===== src/rtl/fetch_pkg.sv =====
// Shared definitions for the instruction fetch sequencer and its bench:
// state encoding, instruction width and proc opcode constants.
// The optional single-step feature is selected with FETCH_STEP_EN.
package fetch_pkg;

    // Instruction width; must equal the DIN width of proc.
    localparam int DW = 16;

    // Sequencer state encoding (legacy-compatible constants).
    localparam logic [2:0] S_IDLE  = 3'd0;
    localparam logic [2:0] S_FETCH = 3'd1;
    localparam logic [2:0] S_ISSUE = 3'd2;
    localparam logic [2:0] S_WAIT  = 3'd3;
    localparam logic [2:0] S_HALT  = 3'd4;
    localparam logic [2:0] S_PAUSE = 3'd5;

    // proc opcodes (instruction bits [15:13]).
    localparam logic [2:0] OP_MV  = 3'b000;
    localparam logic [2:0] OP_MVT = 3'b001;
    localparam logic [2:0] OP_ADD = 3'b010;
    localparam logic [2:0] OP_SUB = 3'b011;

    // Assemble an immediate-form proc instruction: op | imm=1 | rx | #imm9.
    function automatic logic [DW-1:0] asm_imm(input logic [2:0] op,
                                              input logic [2:0] rx,
                                              input logic [8:0] imm);
        return {op, 1'b1, rx, imm};
    endfunction

endpackage


===== src/rtl/prog_ram.sv =====
// Program RAM for the fetch sequencer: synchronous write, registered read.
// Contents are not reset; the program is loaded through the write port.
module prog_ram #(
    parameter int AW = 5,
    parameter int DW = 16
) (
    input  logic          Clock,
    input  logic          wr_en,
    input  logic [AW-1:0] wr_addr,
    input  logic [DW-1:0] wr_data,
    input  logic          rd_en,
    input  logic [AW-1:0] rd_addr,
    output logic [DW-1:0] rd_data
);

    logic [DW-1:0] mem [2**AW];

    // Write port and registered read port share one clocked process.
    // NOTE: the array and read register have no reset so the RAM maps onto block memory.
    always_ff @(posedge Clock) begin
        if (wr_en) begin
            mem[wr_addr] <= wr_data;
        end
        if (rd_en) begin
            rd_data <= mem[rd_addr];
        end
    end

endmodule


===== src/rtl/instr_fetch_seq.sv =====
// Instruction feeder for the 16-bit multicycle proc: holds a program RAM
// and a PC, issues each word on DIN with a one-cycle Run pulse, waits for
// Done, then advances. Define FETCH_STEP_EN to add the Step input and a
// PAUSE state that waits for a Step rising edge after every retire.
module instr_fetch_seq #(
    parameter int AW = 5,
    parameter int DW = fetch_pkg::DW
) (
    input  logic          Clock,
    input  logic          Resetn,
    input  logic          Start,
    input  logic          Stop,
    input  logic [AW-1:0] LastAddr,
    input  logic          ProgWr,
    input  logic [AW-1:0] ProgAddr,
    input  logic [DW-1:0] ProgData,
    input  logic          Done,
`ifdef FETCH_STEP_EN
    input  logic          Step,
`endif
    output logic [DW-1:0] DIN,
    output logic          Run,
    output logic          Busy,
    output logic          Halted,
    output logic [AW-1:0] PC,
    output logic [15:0]   InstrCount
);

    import fetch_pkg::*;

    logic [2:0]    state, state_d;
    logic [AW-1:0] pc, pc_d;
    logic [AW-1:0] last_addr;
    logic [15:0]   instr_count;
    logic [DW-1:0] din;
    logic          run;
    logic          halted;
    logic          busy;
    logic          start_ok;
    logic          retire;
    logic          halt_entry;
    logic          step_rise;
    logic [DW-1:0] rd_data;

    assign busy       = (state == S_FETCH) || (state == S_ISSUE) ||
                        (state == S_WAIT)  || (state == S_PAUSE);
    assign start_ok   = Start && ((state == S_IDLE) || (state == S_HALT));
    assign retire     = (state == S_WAIT) && Done;
    assign halt_entry = (state_d == S_HALT) && (state != S_HALT);

`ifdef FETCH_STEP_EN
    logic step_q;

    // Remember the previous Step level so PAUSE reacts to a rising edge only.
    always_ff @(posedge Clock) begin
        if (!Resetn) begin
            step_q <= 1'b0;
        end else begin
            step_q <= Step;
        end
    end

    assign step_rise = Step && !step_q;
`else
    assign step_rise = 1'b0;
`endif

    // Next state and next PC.
    // NOTE: every output of this block gets a default first so no latch is inferred.
    always_comb begin
        state_d = state;
        pc_d    = pc;
        case (state)
            S_IDLE, S_HALT: begin
                if (Start) begin
                    state_d = S_FETCH;
                    pc_d    = '0;
                end
            end
            S_FETCH: state_d = S_ISSUE;
            S_ISSUE: state_d = S_WAIT;
            S_WAIT: begin
                if (Done) begin
                    if ((pc == last_addr) || Stop) begin
                        state_d = S_HALT;
                    end else begin
                        pc_d = pc + AW'(1);
`ifdef FETCH_STEP_EN
                        state_d = S_PAUSE;
`else
                        state_d = S_FETCH;
`endif
                    end
                end
            end
`ifdef FETCH_STEP_EN
            S_PAUSE: begin
                if (Stop) begin
                    state_d = S_HALT;
                end else if (step_rise) begin
                    state_d = S_FETCH;
                end
            end
`endif
            default: state_d = S_IDLE;
        endcase
    end

    // The RAM read is launched on the edge entering FETCH using the next PC,
    // so the word is ready during FETCH and lands in DIN as ISSUE begins.
    // Writes are held off while busy and on the accepted-Start cycle, which
    // already reads word 0, so a write never coincides with a read.
    prog_ram #(
        .AW (AW),
        .DW (DW)
    ) u_prog_ram (
        .Clock   (Clock),
        .wr_en   (ProgWr && !busy && !start_ok),
        .wr_addr (ProgAddr),
        .wr_data (ProgData),
        .rd_en   (state_d == S_FETCH),
        .rd_addr (pc_d),
        .rd_data (rd_data)
    );

    // Sequencer state, PC, retire counter and the DIN/Run output registers.
    // NOTE: synchronous active-low reset; state registers use non-blocking assignments.
    always_ff @(posedge Clock) begin
        if (!Resetn) begin
            state       <= S_IDLE;
            pc          <= '0;
            last_addr   <= '0;
            instr_count <= '0;
            din         <= '0;
            run         <= 1'b0;
            halted      <= 1'b0;
        end else begin
            state <= state_d;
            pc    <= pc_d;
            run   <= (state == S_FETCH);
            if (state == S_FETCH) begin
                din <= rd_data;
            end
            if (start_ok) begin
                last_addr   <= LastAddr;
                instr_count <= '0;
                halted      <= 1'b0;
            end else if (retire && (instr_count != 16'hFFFF)) begin
                instr_count <= instr_count + 16'd1;
            end
            if (halt_entry) begin
                halted <= 1'b1;
            end
        end
    end

    assign DIN        = din;
    assign Run        = run;
    assign Busy       = busy;
    assign Halted     = halted;
    assign PC         = pc;
    assign InstrCount = instr_count;

endmodule


===== config.mk =====
export PLATFORM = sky130hd
export DESIGN_NAME = instr_fetch_seq
export DESIGN_NICKNAME = d
export VERILOG_FILES = /design/src/rtl/fetch_pkg.sv /design/src/rtl/prog_ram.sv /design/src/rtl/instr_fetch_seq.sv
export SDC_FILE = /design/constraint.sdc
export NUM_CORES = 1
export LEC_CHECK = 0
export CAP_MARGIN = 20
export CORE_MARGIN = 3
export CORE_UTILIZATION = 40
export CTS_BUF_LIST = sky130_fd_sc_hd__clkbuf_2
export DETAILED_ROUTE_END_ITERATION = 6
export DONT_BUFFER_PORTS = 1
export PLACE_DENSITY = 0.56
export SLEW_MARGIN = 40
export SYNTH_ARGS = -nofsm -noshare
export SYNTH_HDL_FRONTEND = slang
export SYNTH_SLANG_ARGS = --single-unit

===== constraint.sdc =====
create_clock -name Clock -period 8.89 [get_ports Clock]
set_input_delay 1.778 -clock Clock [delete_from_list [all_inputs] [get_ports Clock]]
set_output_delay 1.778 -clock Clock [all_outputs]
set_load 0.1 [all_outputs]

==> metrics.md, run 1 <==
| Metric | Value |
|---|---|
| Outcome | `finished, final reports clean` |
| Synth top area cells | `edfxtp_1 (70%), mux2i_1 (5.6%), nand2_1 (5.4%)` |
| TritonCTS clock tree | `built` |
| Clock Path Buffers | `3` |
| Post_cts resized | `0` |
| Die Wd | `244 um` |
| XOR/XNOR Fraction of Synth Area | `0.00695` |
| Vias/cell | `5.50` |
| FMAX | `226 MHz` |
| Core Area | `55600 um2` |
| Final Slew Violations | `0` |
| Fin crit period | `4.43 ns` |
| CTS Hold Bufs | `0` |
| Hold crit path type | `reg -> reg` |
| Routability congestion estimate | `0.785` |
| Setup Crit Path Kind | `reg -> out` |
| Power density over cell area | `197 nW/um2` |
| Initial antenna violation count | `2` |
| GRT overflow | `0` |
| Layout area overhead | `10.2%` |
| Vias in the first global route | `13649` |
| Inst Count DP | `2253` |
| # H-tree levels | `4` |
| Routed WL | `59.3 mm` |
| Total Power | `4.91 mW` |
| WP data required | `7.11 ns` |
| First-pass GRT wire length | `87.3 mm` |
| Fraction of the cycle the final worst path needs | `0.499` |
| CP Launch Type | `register` |
| Seq/Total Area, Yosys | `0.741` |
| Compound-gate portion of the synthesized area | `0.0737` |
| Detail Placement HPWL | `32.4 mm` |
| CTS clock-pin slew for the worst setup and hold paths | `0.10 ns` |
| Remaining antenna violation count | `0` |
| Largest fanout on the critical path | `6` |
| Most common cell in the netlist | `edfxtp_1` |
| Hold Slack | `0.455 ns` |
| CP Capture Type | `primary output` |
| Initial Utilization | `0.407` |
| Crit path top cell by count | `inv_1` |
| Crit path cell chain | `inv_1 > nor2_1 > a21oi_1 > inv_1` |
| Ys flop type | `edfxtp_1` |
| Placed Area | `23700 um2` |
| Worst vdd ir | `0.000114 V` |
| Final Cell Area | `25000 um2` |
| Setup TNS | `0 ns` |
| Rows | `86` |
| Post-synth EDFFs | `528` |
| Mux cell area share after synthesis | `0.0582` |
| Share of cells above drive strength 1 | `0.192` |
| WL per Instance | `23.7 um` |
| Final #Nets | `1687` |
| Worst path max stage delay | `0.63 ns` |
| P_leak | `8.20 nW` |
| Number of distinct library cells after synthesis | `57` |
| I/O pin count | `72` |
| Clk Latency, worst-skew pair | `1.29 ns` |
| Die area | `59600 um2` |
| Pre-antenna DRT Iters | `5` |
| Vias | `13772` |
| Post-synthesis adder-cell area fraction | `0.00110` |
| Post-synth top area cell | `edfxtp_1` |
| Post-Layout Cell Count | `2502` |
| IO Port Bufs | `0` |
| Largest net degree at the start of global routing | `135` |
| Initial DRC count | `1279` |
| DRC | `0` |
| Post-Synthesis Cells | `1550` |
| Max Cap Viol | `0` |
| Ys async rst share | `0` |
| GRT Overall Usage | `0.199` |
| Synth Area in Simple Gates | `0.0972` |
| Syn Std Cell Area | `22700 um2` |
| Top cells by instance count after synthesis | `edfxtp_1 (528), nand2_1 (327), mux2i_1 (126)` |
| Clk sinks | `575` |
| Post-CTS setup buffer count | `0` |
| CP max-delay cell | `inv_1` |
| RSZ-0062 raised after global routing | `false` |
| Count of yosys warnings during synthesis | `0` |
| TritonCTS buffer count | `146` |
| Clock skew | `0.0808 ns` |
| Slew @ Worst Pin | `0.864 ns` |
| Syn_nets | `1584` |
| Post-synthesis average cell area | `14.6 um2` |
| Root Driver | `clkbuf_2` |
| Die Ht | `244 um` |
| Worst Path Arrival | `2.66 ns` |
| Final hold vios | `0` |
| Slew headroom | `0.424` |
| Post-synthesis register bit count | `575` |
| Share of the synthesized area in the top cell type | `0.699` |
| Largest family of logic cells by synthesized area | `simple AND/OR/NAND/NOR gates` |
| # setup viols final | `0` |
critical path: cells and delay by family (launching register included):
kind / cells / cell delay, ns
flops: 1 / 0.43
compound gates: 1 / 0.08
buf+inv: 2 / 0.75
simple gates: 1 / 0.13
state kept, by name, indices dropped and copies added (netlist names):
register            count
PC                      5
last_addr               5
InstrCount             16
DIN                    16
Halted                  1
u_prog_ram.mem        512
state                   3
u_prog_ram.rd_data     16
Run                     1
power by group:
group | leakage (nW) | internal [mW] | switching (mW)
clock network | 1.01 | 0.755 | 1.04
logic | 2.03 | 0.0190 | 0.0605
registers | 5.16 | 2.98 | 0.0602
total | 8.20 | 3.75 | 1.17
layout make-up:
type	count	area [um2]
diodes	6	15.0
fillers	5035	30700
clock buffers	216	1080
clock inverters	27	214
inverters	10	37.5
repair buffers	49	412
well taps	748	936
flip-flops and latches	575	16800
multi-input cells	871	5450
worst paths after layout:
path                                         endpoint  cells after the start  startpoint  slack, ns
worst max-delay path                             Busy                      4    state[1]       4.46
worst min-delay path                           Halted                      1    state[2]       0.46
worst max register to register  u_prog_ram.rd_data[2]                     11       PC[2]       4.74
worst min register to register                 Halted                      1    state[2]       0.46
through the flow:
stage	utilization	worst slack, ns
final	0.449	4.46
after global routing	0.449	4.26
after CTS	0.449	4.29
after detailed placement	0.425	3.62
after global placement	0.424	3.65
after floorplan	-	4.83
cells in the final DEF, fill, tap and decap left out, types with 7 or more instances in the layout:
| master | synthesis | routed |
|---|---|---|
| nor2_2 | 0 | 7 |
| nand3_1 | 48 | 48 |
| nor2_1 | 57 | 50 |
| a221oi_1 | 15 | 15 |
| clkinv_1 | 0 | 14 |
| a31oi_1 | 49 | 49 |
| nand2_1 | 327 | 327 |
| inv_1 | 10 | 10 |
| o31a_1 | 15 | 15 |
| and2_1 | 9 | 9 |
| a222oi_1 | 15 | 15 |
| xor2_1 | 9 | 9 |
| a21boi_0 | 22 | 22 |
| and3_1 | 38 | 38 |
| dfxtp_1 | 47 | 13 |
| a221o_1 | 15 | 15 |
| buf_4 | 6 | 43 |
| a32oi_1 | 45 | 45 |
| edfxtp_1 | 528 | 528 |
| clkbuf_2 | 0 | 216 |
| dfxtp_2 | 0 | 34 |
| xnor2_1 | 9 | 9 |
| mux2i_1 | 126 | 124 |
layer usage:
metal | vias up | part of all wire | GRT usage
met5 | - | 0 | 0
met1 | 6944 | 0.44 | 0.271
met4 | 0 | 0.019 | 0.0636
met2 | 544 | 0.46 | 0.308
met3 | 93 | 0.084 | 0.0610
li1 | 6191 | - | -
cell families after synthesis:
logic type | after synthesis
DFF | 575
and+or+nand+nor | 510
AOI/OAI and AO/OA | 210
muxes | 131
buffers and inverters | 104
xor gates and xnor gates | 18
adders and majority gates | 2
Power figures use the tool's default switching activity.
==> inputs of run 2 (changes only) <==
- clock period: 8.89 -> 4.2 ns (I/O delays scaled with it)
==> metrics.md, run 2 (synthesis results as in run 1) <==
| Metric | Value |
|---|---|
| Max Cap Viol | `0 (unchanged)` |
| Internal power | `7.89 mW (+110%)` |
| Die area | `59600 um2 (unchanged)` |
| Clock skew | `0.0802 ns (-0.000540 ns)` |
| GRT overflow | `0 (unchanged)` |
| Initial DRC count | `1194 (-6.6%)` |
| Power density over cell area | `406 nW/um2 (+110%)` |
| Detail Placement HPWL | `33.5 mm (+3.3%)` |
| Slew headroom | `0.428 (+0.00384)` |
| Inst Count DP | `2288 (+1.6%)` |
| Sw power | `2.53 mW (+120%)` |
| Rows | `86 (unchanged)` |
| WP data required | `5.10 ns (-2.01 ns)` |
| Commonest non-fill, non-tap cells in the layout | `edfxtp_1 (528), nand2_1 (327), clkbuf_2 (211), mux2i_1 (124), buf_4 (74)` |
| Critical path's top delay family | `simple AND/OR/NAND/NOR gates` |
| Hold crit path type | `in -> reg` |
| Final WS setup | `0.463 ns (-3.99 ns)` |
| Logic pwr share | `0.027 (+0.011)` |
| Final Slew Violations | `0 (unchanged)` |
| Final hold vios | `0 (unchanged)` |
| CP max-delay cell | `dlygate4sd3_1` |
| Root Driver | `clkbuf_2` |
| Routability congestion estimate | `0.821 (+4.7%)` |
| Fin crit period | `3.74 ns` |
| Post-Layout Cell Count | `2582 (+3.2%)` |
| I/O pin count | `72 (unchanged)` |
| Setup Crit Path Kind | `reg -> reg` |
| Post-CTS setup buffer count | `0 (unchanged)` |
| Largest fanout on the critical path | `13 (+7)` |
| # setup viols final | `0 (unchanged)` |
| Pre-antenna DRT Iters | `7 (+2)` |
| IO Port Bufs | `0 (unchanged)` |
| Vias in the first global route | `14047 (+2.9%)` |
| DRC | `1 (+1)` |
| Routed WL | `58.2 mm (-1.8%)` |
| Largest net degree at the start of global routing | `65 (-52%)` |
| Crit path cell chain | `or3b_1 > buf_4 > nand3_1 > nor2_1 > nand2_1 > dlygate4sd3_1 > nor2_1 > buf_4` |
| Die Ht | `244 um (unchanged)` |
| Clk sinks | `575 (unchanged)` |
| Sequential fraction of design power | `0.616 (-0.002)` |
| Core Area | `55600 um2 (unchanged)` |
| Share of cells above drive strength 1 | `0.200 (+0.00745)` |
| Failing checks | `design-rule violations` |
| Vias | `13918 (+1.1%)` |
| P_leak | `8.55 nW (+4.3%)` |
| Fillers | `4967 (-1.4%)` |
| Slew @ Worst Pin | `0.858 ns (-0.00576 ns)` |
| Most common cell after layout, fill and taps aside | `edfxtp_1` |
| Hold path cells | `2 (+1)` |
| WL per Instance | `22.6 um (-4.8%)` |
| Vias/cell | `5.39 (-2.1%)` |
| Clk Latency, worst-skew pair | `1.27 ns (-0.02 ns)` |
| CTS clock-pin slew for the worst setup and hold paths | `0.10 ns (about the same)` |
| CP Launch Type | `register` |
| Initial Utilization | `0.407 (unchanged)` |
| Worst vdd ir | `0.000218 V (+92%)` |
| TritonCTS buffer count | `146 (unchanged)` |
| FMAX | `268 MHz` |
| TritonCTS clock tree | `built` |
| First-pass GRT wire length | `87.2 mm (about the same)` |
| RSZ-0062 raised after global routing | `false` |
| Final Cell Area | `25600 um2 (+2.6%)` |
| Setup TNS | `0 ns (unchanged)` |
| CTS Hold Bufs | `36 (+36)` |
| Max FFs per register | `512 (unchanged)` |
| Hold Slack | `0.0731 ns (-0.382 ns)` |
| Worst path max stage delay | `0.62 ns (about the same)` |
| Pre-CTS WS | `0.369 ns (-3.26 ns)` |
| Post_cts resized | `0 (unchanged)` |
| GRT Overall Usage | `0.196 (-0.00326)` |
| Most flops, register | `u_prog_ram.mem` |
| # H-tree levels | `4 (unchanged)` |
| R2R depth | `8 (-3)` |
| Register area | `16800 um2 (-0.12%)` |
| Initial antenna violation count | `6 (+4)` |
| Layout area overhead | `13.1%` |
| Clock share of power | `0.357 (-0.009)` |
| Final #Nets | `1758 (+4.2%)` |
| Outcome | `complete, but fails checks` |
| Fraction of the cycle the final worst path needs | `0.890` |
| Worst Path Arrival | `4.63 ns (+1.97 ns)` |
| Worst path depth | `8 (+4)` |
| Clock Path Buffers | `3 (unchanged)` |
| Remaining antenna violation count | `0 (unchanged)` |
| Placed Area | `24000 um2 (+1.3%)` |
| Buf/Inv on CP | `3 (+1)` |
| Sw frac | `0.243 (+0.00597)` |
| Die Wd | `244 um (unchanged)` |
| Area of the multi-input gates | `5430 um2 (-0.32%)` |
| CP Capture Type | `register` |
run 2: cell types whose count changed in the layout (fill, tap and decap cells not counted), moves of 13 or more:
cell	before	now
buf_12	2	15
dlygate4sd3_1	0	19
dfxtp_1	13	29
buf_4	43	74
clkinv_1	14	28
dfxtp_2	34	18
run 2: metal layers:
metal,global-route usage,part of all wire,up-vias
met5,0,0.00046,-
met3,0.0514,0.079,82
met2,0.312,0.47,558
met1,0.261,0.43,6910
li1,-,-,6364
met4,0.0695,0.019,4
run 2: final timing paths:
check / endpoint / from / slack [ns]
max: u_prog_ram.mem[7][10] / state[0] / 0.46
min: PC[2] / Resetn / 0.07
max reg2reg: u_prog_ram.mem[7][10] / state[0] / 0.46
min reg2reg: last_addr[0] / last_addr[0] / 0.49
run 2: through the flow:
step | total power, mW | utilization
2_1_floorplan | 6.65 | -
3_3_place_gp | 6.72 | 0.431
3_5_place_dp | 6.73 | 0.431
4_1_cts | 10.6 | 0.462
5_1_grt | 10.9 | 0.461
6_report | 10.4 | 0.461
run 2: power groups by stage:
stage	clock network (mW)	registers [mW]	logic, mW
2_1_floorplan	0	6.53	0.123
6_report	3.72	6.42	0.279
4_1_cts	3.86	6.42	0.286
3_5_place_dp	0	6.55	0.173
3_3_place_gp	0	6.55	0.171
5_1_grt	4.16	6.43	0.306
run 2: final cells by class:
cell class,instances,area share
clock buffers,211,0.0412
clock inverters,41,0.00951
inverters,10,0.00146
well taps,748,0.0365
multi-input cells,871,0.212
diodes,6,0.000586
flip-flops and latches,575,0.656
repair buffers,120,0.0431
==> inputs of run 3 (changes only) <==
- CORE_ASPECT_RATIO: default -> 1.25
- CORE_UTILIZATION: 40 -> 35
- PLACE_DENSITY: 0.56 -> default
- PLACE_DENSITY_LB_ADDON: default -> 0.12
==> metrics.md, run 3 (synthesis results as in run 1) <==
| Metric | Value |
|---|---|
| P_leak | `8.66 nW (+1.4%)` |
| Outcome | `finished, final reports clean` |
| Buf/Inv on CP | `1 (-2)` |
| Reg-to-reg setup timing slack | `0.64 ns (+0.17 ns)` |
| WL per Instance | `24.2 um (+7.2%)` |
| Largest net degree at the start of global routing | `75 (+15%)` |
| Max FFs per register | `512 (unchanged)` |
| Post-CTS setup buffer count | `0 (unchanged)` |
| Met2 GRT Util | `0.312 (+0.000383)` |
| Die Ht | `291 um (+19%)` |
| DRC | `0 (-1)` |
| Root Driver | `clkbuf_2` |
| Initial Utilization | `0.356 (-0.0514)` |
| Hold crit path type | `in -> reg` |
| Total Power | `10.8 mW (+3.9%)` |
| Most common cell after layout, fill and taps aside | `edfxtp_1` |
| Reg-to-Reg Start | `PC[1]` |
| Grt met3 use | `0.0484 (-0.00299)` |
| Most crowded layer after global routing | `met2` |
| Crit path from | `PC[1]` |
| GRT Overall Usage | `0.193 (-0.00288)` |
| IO Port Bufs | `0 (unchanged)` |
| FMAX | `281 MHz (+4.8%)` |
| Critical path's top delay family | `compound AO/OA/AOI/OAI gates` |
| Routability congestion estimate | `0.776 (-5.5%)` |
| Power density over cell area | `414 nW/um2 (+1.9%)` |
| Layout area overhead | `15.3%` |
| Fraction of the cycle the final worst path needs | `0.849 (-0.0411)` |
| Slew headroom | `0.434 (+0.00593)` |
| CP max-delay cell | `o21ai_4` |
| Final #Nets | `1768 (+0.57%)` |
| Detail Placement HPWL | `36.7 mm (+9.5%)` |
| Sw power | `2.60 mW (+2.7%)` |
| First-pass GRT wire length | `94.9 mm (+8.8%)` |
| Clock share of power | `0.378 (+0.021)` |
| Final Slew Violations | `0 (unchanged)` |
| CP Launch Type | `register` |
| Setup TNS | `0 ns (unchanged)` |
| Die area | `67900 um2 (+14%)` |
| WP data required | `5.23 ns (+0.13 ns)` |
| I/O pin count | `72 (unchanged)` |
| # setup viols final | `0 (unchanged)` |
| # H-tree levels | `4 (unchanged)` |
| Vias in the first global route | `14050 (+0.021%)` |
| Logic pwr share | `0.029 (+0.002)` |
| CTS clock-pin slew for the worst setup and hold paths | `0.10 ns (about the same)` |
| GRT overflow | `0 (unchanged)` |
| CP endpoint | `u_prog_ram.rd_data[13]` |
| Clock Path Buffers | `3 (unchanged)` |
| Core Area | `63700 um2 (+14%)` |
| Commonest non-fill, non-tap cells in the layout | `edfxtp_1 (528), nand2_1 (327), clkbuf_2 (212), mux2i_1 (124), buf_4 (69)` |
| Setup Crit Path Kind | `reg -> reg` |
| Crit path cell chain | `xnor2_1 > nand2_1 > o21a_2 > o21ai_4 > buf_4 > mux2i_1 > a222oi_1 > a221o_1 > o31a_1` |
| Largest fanout on the critical path | `21 (+8)` |
| Sw frac | `0.240 (-0.00271)` |
| Vias/cell | `5.19 (-3.7%)` |
| Internal power | `8.22 mW (+4.2%)` |
| Fin crit period | `3.56 ns (-0.173 ns)` |
| Clock skew | `0.0882 ns (+0.00800 ns)` |
| Slew @ Worst Pin | `0.850 ns (-0.00890 ns)` |
| Initial antenna violation count | `2 (-4)` |
| Routed WL | `64.8 mm (+11%)` |
| Max Cap Viol | `0 (unchanged)` |
| Worst path max stage delay | `0.62 ns (about the same)` |
| Most flops, register | `u_prog_ram.mem` |
| Vias | `13911 (-0.050%)` |
| Sequential fraction of design power | `0.593 (-0.023)` |
| TritonCTS clock tree | `built` |
| Pre-antenna DRT Iters | `5 (-2)` |
| Clk Latency, worst-skew pair | `1.30 ns (+0.03 ns)` |
| Clk sinks | `575 (unchanged)` |
| Rows | `103 (+20%)` |
| Die Wd | `234 um (-4.3%)` |
| Worst vdd ir | `0.000204 V (-6.7%)` |
| TritonCTS buffer count | `150 (+2.7%)` |
| Final hold vios | `0 (unchanged)` |
| Reg-to-Reg End | `u_prog_ram.rd_data[13]` |
| Worst Path Arrival | `4.59 ns (-0.04 ns)` |
| Worst path depth | `9 (+1)` |
| Share of cells above drive strength 1 | `0.209 (+0.00905)` |
| R2R depth | `9 (+1)` |
| Initial DRC count | `1105 (-7.5%)` |
| Met1 Track Usage GR | `0.254 (-0.00776)` |
| RSZ-0062 raised after global routing | `false` |
| Remaining antenna violation count | `0 (unchanged)` |
| CP Capture Type | `register` |
| Fillers | `5949 (+20%)` |
## run 3: worst min path at each step
stage	depth (start not counted)	startpoint	to	slack [ns]
floorplan	2	last_addr[0]	last_addr[0]	0.46
global placement	2	last_addr[1]	last_addr[1]	0.47
detailed placement	2	last_addr[0]	last_addr[0]	0.48
CTS	5	ProgAddr[2]	u_prog_ram.mem[6][6]	0.005
global route	3	ProgAddr[4]	u_prog_ram.mem[24][3]	0.1
finish	5	ProgAddr[2]	u_prog_ram.mem[6][7]	0.25
## run 3: worst min-delay path, stage by stage
cell	delay (ns)
inv_1	0.03
nor2_1	0.07
nand2_1	0.12
nor2_1	0.05
buf_4	0.23
## run 3: per-layer routing
metal	share of wire	wire, um
met3	0.056	3610
met5	0	0
met1	0.43	27800
met2	0.49	31900
met4	0.022	1450
## run 3: power groups by stage
| stage | Sequential [mW] | Clock (mW) | Combinational [mW] |
|---|---|---|---|
| 6_report | 6.42 | 4.09 | 0.311 |
| 5_1_grt | 6.43 | 4.58 | 0.338 |
| 4_1_cts | 6.42 | 4.27 | 0.313 |
| 3_5_place_dp | 6.56 | 0 | 0.177 |
| 3_3_place_gp | 6.55 | 0 | 0.176 |
| 2_1_floorplan | 6.53 | 0 | 0.123 |
## run 3: area by class of cell
type                       instances  area [um2]  area share
multi-input combinational        871        5480       0.210
tap                              840        1050      0.0402
antenna                            5        12.5    0.000479
timing repair buffer             126        1280      0.0491
clock inverter                    41         383      0.0147
inverter                          10        37.5     0.00144
sequential                       575       16800       0.644
clock buffer                     212        1060      0.0406
## run 3: repair_timing
item / in CTS / in global routing
hold buffers: 42 / 5
hold endpoints to repair: 741 / 150
gates resized for setup: 0 / 0
## run 3: metrics by stage
step	util	cells	instance area, um2	setup slack [ns]	hold WS (ns)
finish	0.410	2680	26100	0.636	0.254
global placement	0.378	2375	24100	0.446	0.472
CTS	0.410	2670	26100	0.493	0.00543
detailed placement	0.379	2375	24100	0.503	0.483
floorplan	-	1550	22700	0.905	0.456
global route	0.410	2680	26100	0.383	0.0986
